$ cat config.mk
export PLATFORM = sky130hd
export DESIGN_NAME = regfile_access_ctrl
export DESIGN_NICKNAME = d
export VERILOG_FILES = /design/src/rtl/regfile_access_ctrl.sv
export SDC_FILE = /design/constraint.sdc
export NUM_CORES = 1
export LEC_CHECK = 0
export CAP_MARGIN = 20
export CORE_MARGIN = 1
export CORE_UTILIZATION = 40
export CTS_BUF_LIST = sky130_fd_sc_hd__clkbuf_8
export DETAILED_ROUTE_END_ITERATION = 8
export PLACE_DENSITY = 0.86
export SYNTH_ARGS = -nofsm -noshare
export SYNTH_HDL_FRONTEND = slang
export SYNTH_SLANG_ARGS = --single-unit
$ cat constraint.sdc
create_clock -name clk -period 3.9 [get_ports clk]
set_input_delay 1.17 -clock clk [delete_from_list [all_inputs] [get_ports clk]]
set_output_delay 1.17 -clock clk [all_outputs]
set_load 0.01 [all_outputs]
$ cat src/rtl/regfile_access_ctrl.sv
// Register-file port-1 owner: arbitrates core and debug accesses and runs a
// zero-clear sweep of the general-purpose registers after reset or on command.
module regfile_access_ctrl #(
    parameter int n        = 8,
    parameter int FIRST_GP = 3,
    parameter int LAST_REG = 31,
    parameter int MAX_WAIT = 4
) (
    input  logic         clk,
    input  logic         reset,
    input  logic         clear_req,
    input  logic         core_req,
    input  logic         core_we,
    input  logic [4:0]   core_addr,
    input  logic [n-1:0] core_wdata,
    output logic         core_gnt,
    output logic [n-1:0] core_rdata,
    input  logic         dbg_req,
    input  logic         dbg_we,
    input  logic [4:0]   dbg_addr,
    input  logic [n-1:0] dbg_wdata,
    output logic         dbg_gnt,
    output logic         dbg_rvalid,
    output logic [n-1:0] dbg_rdata,
    output logic         wr_err,
    output logic         rf_w,
    output logic [4:0]   rf_addr,
    output logic [n-1:0] rf_wdata,
    input  logic [n-1:0] rf_rdata,
    output logic         busy
);

    localparam int WW = $clog2(MAX_WAIT + 1);
    localparam logic [4:0]    FIRST_A = 5'(FIRST_GP);
    localparam logic [4:0]    LAST_A  = 5'(LAST_REG);
    localparam logic [WW-1:0] MAXW    = WW'(MAX_WAIT);

    typedef enum logic {CLEAR, RUN} state_t;

    state_t        state_q, state_d;
    logic [4:0]    clr_ptr_q, clr_ptr_d;
    logic [WW-1:0] wait_cnt_q, wait_cnt_d;
    logic          dbg_rvalid_q;
    logic [n-1:0]  dbg_rdata_q;
    logic          wr_err_q;

    logic          run;
    logic          dbg_force;
    logic          acc;
    logic          sel_we;
    logic [4:0]    sel_addr;
    logic [n-1:0]  sel_wdata;
    logic          wr_low;

    // Arbitration: core wins unless debug has waited MAX_WAIT cycles; then pick the winner's fields.
    always_comb begin
        run       = (state_q == RUN);
        dbg_force = dbg_req && (wait_cnt_q == MAXW);
        core_gnt  = run && core_req && !dbg_force;
        dbg_gnt   = run && dbg_req && !core_gnt;
        acc       = core_gnt || dbg_gnt;
        sel_we    = core_gnt ? core_we    : dbg_we;
        sel_addr  = core_gnt ? core_addr  : dbg_addr;
        sel_wdata = core_gnt ? core_wdata : dbg_wdata;
        wr_low    = acc && sel_we && (sel_addr < FIRST_A);
    end

    // Register-file port drive: sweep writes in CLEAR, granted access in RUN, quiet otherwise.
    always_comb begin
        rf_w     = 1'b0;
        rf_addr  = 5'd0;
        rf_wdata = '0;
        if (!run) begin
            rf_w    = 1'b1;
            rf_addr = clr_ptr_q;
        end else if (acc) begin
            rf_addr  = sel_addr;
            rf_w     = sel_we && (sel_addr >= FIRST_A);
            rf_wdata = sel_we ? sel_wdata : '0;
        end
    end

    // Next-state for the sweep FSM and the debug starvation counter.
    always_comb begin
        state_d   = state_q;
        clr_ptr_d = clr_ptr_q;
        if (!run) begin
            clr_ptr_d = clr_ptr_q + 5'd1;
            if (clr_ptr_q == LAST_A) state_d = RUN;
        end else if (clear_req) begin
            state_d   = CLEAR;
            clr_ptr_d = FIRST_A;
        end
        if (dbg_req && !dbg_gnt)
            wait_cnt_d = (wait_cnt_q == MAXW) ? wait_cnt_q : wait_cnt_q + WW'(1);
        else
            wait_cnt_d = '0;
    end

    // State and registered debug/error outputs; reset restarts the sweep.
    always_ff @(posedge clk or posedge reset) begin
        if (reset) begin
            state_q      <= CLEAR;
            clr_ptr_q    <= FIRST_A;
            wait_cnt_q   <= '0;
            dbg_rvalid_q <= 1'b0;
            dbg_rdata_q  <= '0;
            wr_err_q     <= 1'b0;
        end else begin
            state_q      <= state_d;
            clr_ptr_q    <= clr_ptr_d;
            wait_cnt_q   <= wait_cnt_d;
            dbg_rvalid_q <= dbg_gnt && !dbg_we;
            if (dbg_gnt && !dbg_we) dbg_rdata_q <= rf_rdata;
            wr_err_q     <= wr_low;
        end
    end

    assign core_rdata = rf_rdata;
    assign dbg_rvalid = dbg_rvalid_q;
    assign dbg_rdata  = dbg_rdata_q;
    assign wr_err     = wr_err_q;
    assign busy       = !run;

endmodule
* Word-level counts from Yosys, hierarchy flattened
Cells that the tools add are included.
** Operators by class
- Add/subtract/negate cells :: 2
- $lt $le $gt $ge :: 2
- Equal/unequal tests :: 4
- Multiplexer cells :: 17
- Reductions and logical operators :: 16
** Operators with widths (number)
- 8-bit 2-to-1 mux :: 4
- 5-bit 2-to-1 mux :: 5
- 1-bit logical AND :: 10
- 1-bit 2-to-1 mux :: 6
- 3-bit 2-to-1 mux :: 2
- 5-bit by 1-bit adder with 5-bit output, second input constant :: 1
- 5-bit == test, second input constant :: 1
- 5-bit by 2-bit >= comparator with 1-bit output, second input constant :: 1
- 1-bit zero test :: 5
- 5-bit by 2-bit < comparator with 1-bit output, second input constant :: 1
- 2-bit inequality test, second input constant :: 2
- 3-bit by 1-bit adder with 3-bit output, second input constant :: 1
- 3-bit == test, second input constant :: 1
- 1-bit logical OR :: 1
** Storage, ports and cells
- Register bits after elaboration :: 19
- Input port bits :: 41
- Output and inout bits :: 35

* Longest topological paths before layout
- Depth in word-level cells :: 9
- Mapped depth :: 8
- Gate-level depth less buffers :: 7

* Least setup slack after synthesis
No wires, ideal clock.
- Path kind :: input to output
- From :: in dbg_req
- To :: out rf_w
- Arrival time :: 2.024 ns
- Setup slack :: 0.706 ns
- Cell stages on the path :: 4
- Buffers on the path :: 0
- Cell sequence :: nand3_1 nand3_1 mux2_2 o21ai_0
** On the way
- Cells in the longest elaborated chain, start to end :: 8
- Elaborated cells between the ends (all ways) :: 13
- Classes of those cells :: 1 x order compare; 4 x mux; 8 x reduce/logical
** RTL lines
- from (decl) :: RTL line 18 : input logic dbg_req,
- 1-bit logical AND :: RTL line 58 : dbg_force = dbg_req && (wait_cnt_q == MAXW);
- 1-bit zero test :: RTL line 59 : core_gnt = run && core_req && !dbg_force;
- 1-bit logical AND :: RTL line 59
- 5-bit 2-to-1 mux / 1-bit zero test (equally long branches) :: RTL line 63, 60
- 5-bit by 2-bit >= comparator with 1-bit output / 1-bit logical AND (equally long branches) :: RTL line 78, 60
- 1-bit logical AND / 1-bit logical OR (equally long branches) :: RTL line 78, 61
- 1-bit 2-to-1 mux (*) :: RTL line 76 : end else if (acc) begin
- 1-bit 2-to-1 mux (*) :: RTL line 73 : if (!run) begin
- to (decl) :: RTL line 26 : output logic rf_w,
Every way passes the cells marked *; elsewhere a longest branch is shown, timed or not.

* Worst setup path in the final report
Ends and elaborated chain as after synthesis.

==> flow_summary.ini <==
[status]
run_status = complete, but fails checks
violations = design-rule violations

[routing]
drt_first_pass_iters = 6
post-route-drc-count = 16
drtIter0Drc = 66
viasPerCell = 5.30
final_antenna_net_count = 0
avgRoutedWirePerCell_um = 14.6
dr_total_vias = 1246
drt-total-wl_um = 3440

[pwr]
leakagePower_nw = 0.992
power_uw = 913
ir_drop_uv = 342
p_per_area_nw_per_um2 = 443

[finish]
fillers = 208
n_antenna_cell = 0
area_growth_pct = 71.8
fin_nets = 250
final_common_cell = clkdlybuf4s50_1
layoutNonFillerInstCount = 235
final_cell_mix = clkdlybuf4s50_1, nand2_1, dfrtp_1
drive_gt1_frac = 0.181

[floorplanning]
die_h_um = 56.8
dieWidth_um = 56.8
initial_core_util = 0.428
std_cell_rows = 19
die_area_um2 = 3220
core_area_um2 = 2810
io_pins = 76

[place]
io_buffer_count = 75
gp_congestion = 0.761
placed_cells = 231
hpwl_um = 2660

[logic_synthesis]
netlist_area_um2 = 1200
seq_area_frac_synth = 0.398
syn_inst = 127
avgSynthCellArea_um2 = 9.45
synth_enable_flop_cells = 0
yosys_warnings = 0
ys_seq_elements = 19
synth_flop_cell = dfrtp_1
ys_types = 28
synth_nets = 172
async_flop_share = 1.00

[worst_setup_path]
crit_arrival_ps = 2690
cpPeakStageDelay_ps = 500
cpLargestDelayFamily = buffers and inverters
crit_buf_inv = 2
startpoint_type = input port
end_kind = output port
critPathKind = input port to output port
cp.required_ps = 2730
crit_fanout = 4
slowest_stage = clkdlybuf4s50_1
crit_chain = clkdlybuf4s50_1 > nand3_2 > nand3_4 > mux2_2 > o21ai_1 > clkdlybuf4s15_1

[global_route]
track_usage = 0.217
use_met3 = 0.0599
grt_pass1_vias = 1309
busiest_layer = met2
grt_use_met1 = 0.227
antenna_found_initial = 0
grt_max_degree = 20
grt_first_pass_wirelength_um = 5490
grt_overflow = 0
grtUsageMet2 = 0.408

[clock_network]
cts_buffers = 3
clk_root_buffer_cell = clkbuf_8
htree_levels = 1
cts.clk_slew.worst_paths_ps = 70
clock-sinks = 19
cts_tree = yes
cts_setup_buffers = 0
cts_buffer_depth = 2
insertion_delay_ps = 250

[timing]
period_needed_ps = 3860
drv_slew = 0
worstMarginPinSlew_ps = 701
clock-skew-final_ps = 2.14
rsz0062_at_grt = yes
finalCritPeriodShare = 0.990
final.setup.tns_ps = 0
fmax_mhz = 259
hold_violations = 0
slew_headroom = 0.532
setup_violations = 0

[min_path]
min_path_type = flop to flop

[flow_run]
maxCapViolations = 0
-- stage by stage --
step	util	setup slack [ps]	hold WS (ps)	cell area, µm²
2_1_floorplan	-	706	494	1200
3_3_place_gp	0.707	-239	490	1980
3_5_place_dp	0.707	-302	496	1980
4_1_cts	0.721	-25.2	511	2020
5_1_grt	0.735	-16.3	526	2060
6_report	0.735	37.7	508	2060
-- worst register-to-register path, cell delays in order (launching register included) --
cell and delay (ps):
dfrtp_1 390, inv_1 110, ha_1 270, a21boi_2 100, buf_4 160, nor3_4 380, mux2_2 390
-- final cells by class --
class                   instances  area, µm²  area share
clock inverters                 1       3.75     0.00182
repair buffers                 85        811       0.393
flip-flops and latches         19        478       0.232
clock buffers                   3       41.3      0.0200
inverters                       5       18.8     0.00910
well taps                      31       38.8      0.0188
multi-input cells              91        671       0.325
-- flip-flops by register name, indices dropped and copies added (netlist names) --
register,cells
dbg_rdata,8
dbg_rvalid,1
wr_err,1
clr_ptr_q,5
wait_cnt_q,3
run,1
-- power by group --
group	total, mW	internal, mW	switching [mW]
logic	0.446	0.260	0.186
registers	0.333	0.275	0.0583
clock network	0.134	0.0699	0.0636
-- cell usage after synthesis, types with 2 or more instances --
cell	count	share of area
a22o_1	4	0.029
o21ai_0	6	0.025
and3_1	3	0.016
ha_1	4	0.042
nand2_1	21	0.066
buf_2	2	0.0083
a2111oi_0	2	0.015
dfrtp_1	17	0.35
nor2_1	8	0.025
buf_4	9	0.056
mux2i_1	6	0.050
inv_1	5	0.016
o2bb2ai_1	4	0.029
and2_1	2	0.010
nand3_1	2	0.0083
dfstp_2	2	0.044
mux2_2	10	0.094
a21oi_1	10	0.042
-- path summary, 6_finish.rpt --
check                              startpoint            to  slack [ps]  cells after the start
worst max-delay path                  dbg_req          rf_w          40                      6
worst min-delay path             dbg_rdata[2]  dbg_rdata[2]         510                      1
worst max register to register  wait_cnt_q[0]  dbg_rdata[1]        1990                      6
worst min register to register   dbg_rdata[2]  dbg_rdata[2]         510                      1
max in group asynchronous               reset  dbg_rdata[6]        2130                      2
min in group asynchronous               reset  dbg_rdata[5]        1320                      2
-- logic make-up after synthesis --
group | synth area share
AOI/OAI and AO/OA | 0.176
muxes | 0.144
and+or+nand+nor | 0.149
xor gates and xnor gates | 0.00730
DFF | 0.398
buffers and inverters | 0.0834
adders and majority gates | 0.0417
-- what timing repair did --
action	4_1_cts	5_1_grt
hold buffers	0	0
pin swaps	0	1
setup endpoints to repair	15	13
resized for setup	20	15
-- metal layers --
metal / vias up / part of all wire
li1: 596 / -
met1: 572 / 0.37
met2: 70 / 0.50
met3: 8 / 0.11
met4: 0 / 0.019
met5: - / 0
(Power assumes the default switching activity.)
==> patch: new RTL, config.mk and constraints unchanged <==
Set the parameter `n` to 9 (it was 8).
--- a/src/rtl/regfile_access_ctrl.sv
+++ b/src/rtl/regfile_access_ctrl.sv
@@ -2,5 +2,5 @@
 // zero-clear sweep of the general-purpose registers after reset or on command.
 module regfile_access_ctrl #(
-    parameter int n        = 8,
+    parameter int n        = 9,
     parameter int FIRST_GP = 3,
     parameter int LAST_REG = 31,
Ports: changed (6 resized); port bits go from 76 to 82. No check against the original RTL was run, so the function may have changed too.
==> patch against the original RTL <==
Routed wire length grew 9.7%. Sequential cell count grew 1. Via count increased by 6.9%. Design area is 6.8% higher. Sequential power rose by 9.6%. Total power is 16% higher. Synthesized cell count is 6.3% higher. Synthesized area up 5.0%. Worst setup slack better by 0.0095 ns. Largest power group unchanged. Highest routed layer unchanged.
==> patch: results (changes against the original RTL) <==
stage	metric	value	unit	change
sta	finalClockSkew	0.00554	ns	+0.00340 ns
grt	grtUsageMet2	42.4	%	+1.5 points
drt	vias	1332		+6.9%
sta	worst_pin_slew	0.750	ns	+0.0486 ns
placement	placed_cells	256		+11%
power_and_ir_drop	clockPowerShare	15.2	%	+0.6 points
drt	dr_wl_met2	2.08	mm	+20%
drt	dr_wl_met3	241	um	-34%
layout	num-nonclk-inverters	6		+1
status	status	finished, final reports clean		
layout	drive_above_1_share	18.2	%	+0.045 points
yosys	synth-xor-area-share	2.09	%	+1.4 points
yosys	syn-num-nets	183		+6.4%
layout	nonClkBufAreaFrac	40.4	%	+1.1 points
critical_path	reg2reg_from	wait_cnt_q[0]		
placement	portBuffers	81		+8.0%
layout	finalNetCount	269		+7.6%
drt	drtIter0Drc	57		-14%
layout	largest_reg_flops	9		+1
yosys	synthMuxAreaShare	14.6	%	+0.21 points
layout	fill_cells	229		+10%
critical_path	crit_start	core_req		
critical_path	crit_fanout	5		+1
layout	instances_no_fill	264		+12%
yosys	seq_area_frac_synth	39.9	%	+0.087 points
grt	grt_usage	22.9	%	+1.2 points
layout	final-clk-cell-share	2.50	%	+0.32 points
placement	dp_hpwl	2.86	mm	+7.7%
drt	wl_met1	1.40	mm	+9.2%
clocking	clkTransAtPathRegs	0.07	ns	about the same
layout	num-multi-input-gates	96		+5.5%
layout	clkbuf_count	4		+1
layout	seq_area	503	um2	+5.2%
power_and_ir_drop	power_leakage	1.02	nW	+2.4%
grt	grt_use_met1	25.6	%	+2.9 points
critical_path	critPathCapture	rf_wdata[4]		
yosys	ys_top_cells_by_area	dfrtp_1 36%, mux2_2 9.8%, nand2_1 7.7%		
grt	use_met3	5.36	%	-0.63 points
yosys	synthTopCellsByCount	26 x nand2_1, 18 x dfrtp_1, 12 x a21oi_1, 11 x mux2_2, 10 x buf_4		
layout	buffers	94		+11%
drt	wirelength	3.77	mm	+9.7%
yosys	synth_compound_area_share	15.7	%	-1.9 points
yosys	ys_types	27		-3.6%
power_and_ir_drop	power_frac_comb	50.3	%	+1.4 points
power_and_ir_drop	clock_power	0.000160	W	+19%
critical_path	timing.rr.end	dbg_rdata[6]		
critical_path	rrSetupSlack	1.86	ns	-0.13 ns
power_and_ir_drop	p_int	0.000685	W	+13%
yosys	synthAdderAreaFrac	3.97	%	-0.20 points
grt	grt_pass1_wl	5.91	mm	+7.8%
min_path	min_path_type	reg2reg		
grt	grt_max_degree	21		+5.0%
layout	nFlopsAndLatches	20		+1
power_and_ir_drop	vdd_drop_max	0.000346	V	+1.2%
## patch: through the flow
step                      area (um2)  utilization [%]  hold WS, ns  setup WS, ns  TNS [ns]
final                           2200             72.7        0.509        0.0471         0
after CTS                       2160             71.3        0.515      0.000197         0
after floorplan                 1260                -        0.497         0.672         0
after global routing            2200             72.7        0.525       -0.0432    -0.179
after detailed placement        2110             69.6        0.498        -0.305     -3.96
after global placement          2110             69.6        0.491        -0.235     -3.15
## patch: worst min-delay path by stage
| stage | startpoint | end | slack, ns | depth (start not counted) |
|---|---|---|---|---|
| after detailed placement | dbg_rdata[2] | dbg_rdata[2] | 0.50 | 1 |
| final | dbg_rdata[2] | dbg_rdata[2] | 0.51 | 1 |
| after CTS | dbg_rdata[2] | dbg_rdata[2] | 0.51 | 1 |
| after floorplan | wait_cnt_q[2] | wait_cnt_q[2] | 0.50 | 1 |
| after global routing | dbg_rdata[2] | dbg_rdata[2] | 0.52 | 1 |
| after global placement | dbg_rdata[6] | dbg_rdata[6] | 0.49 | 1 |
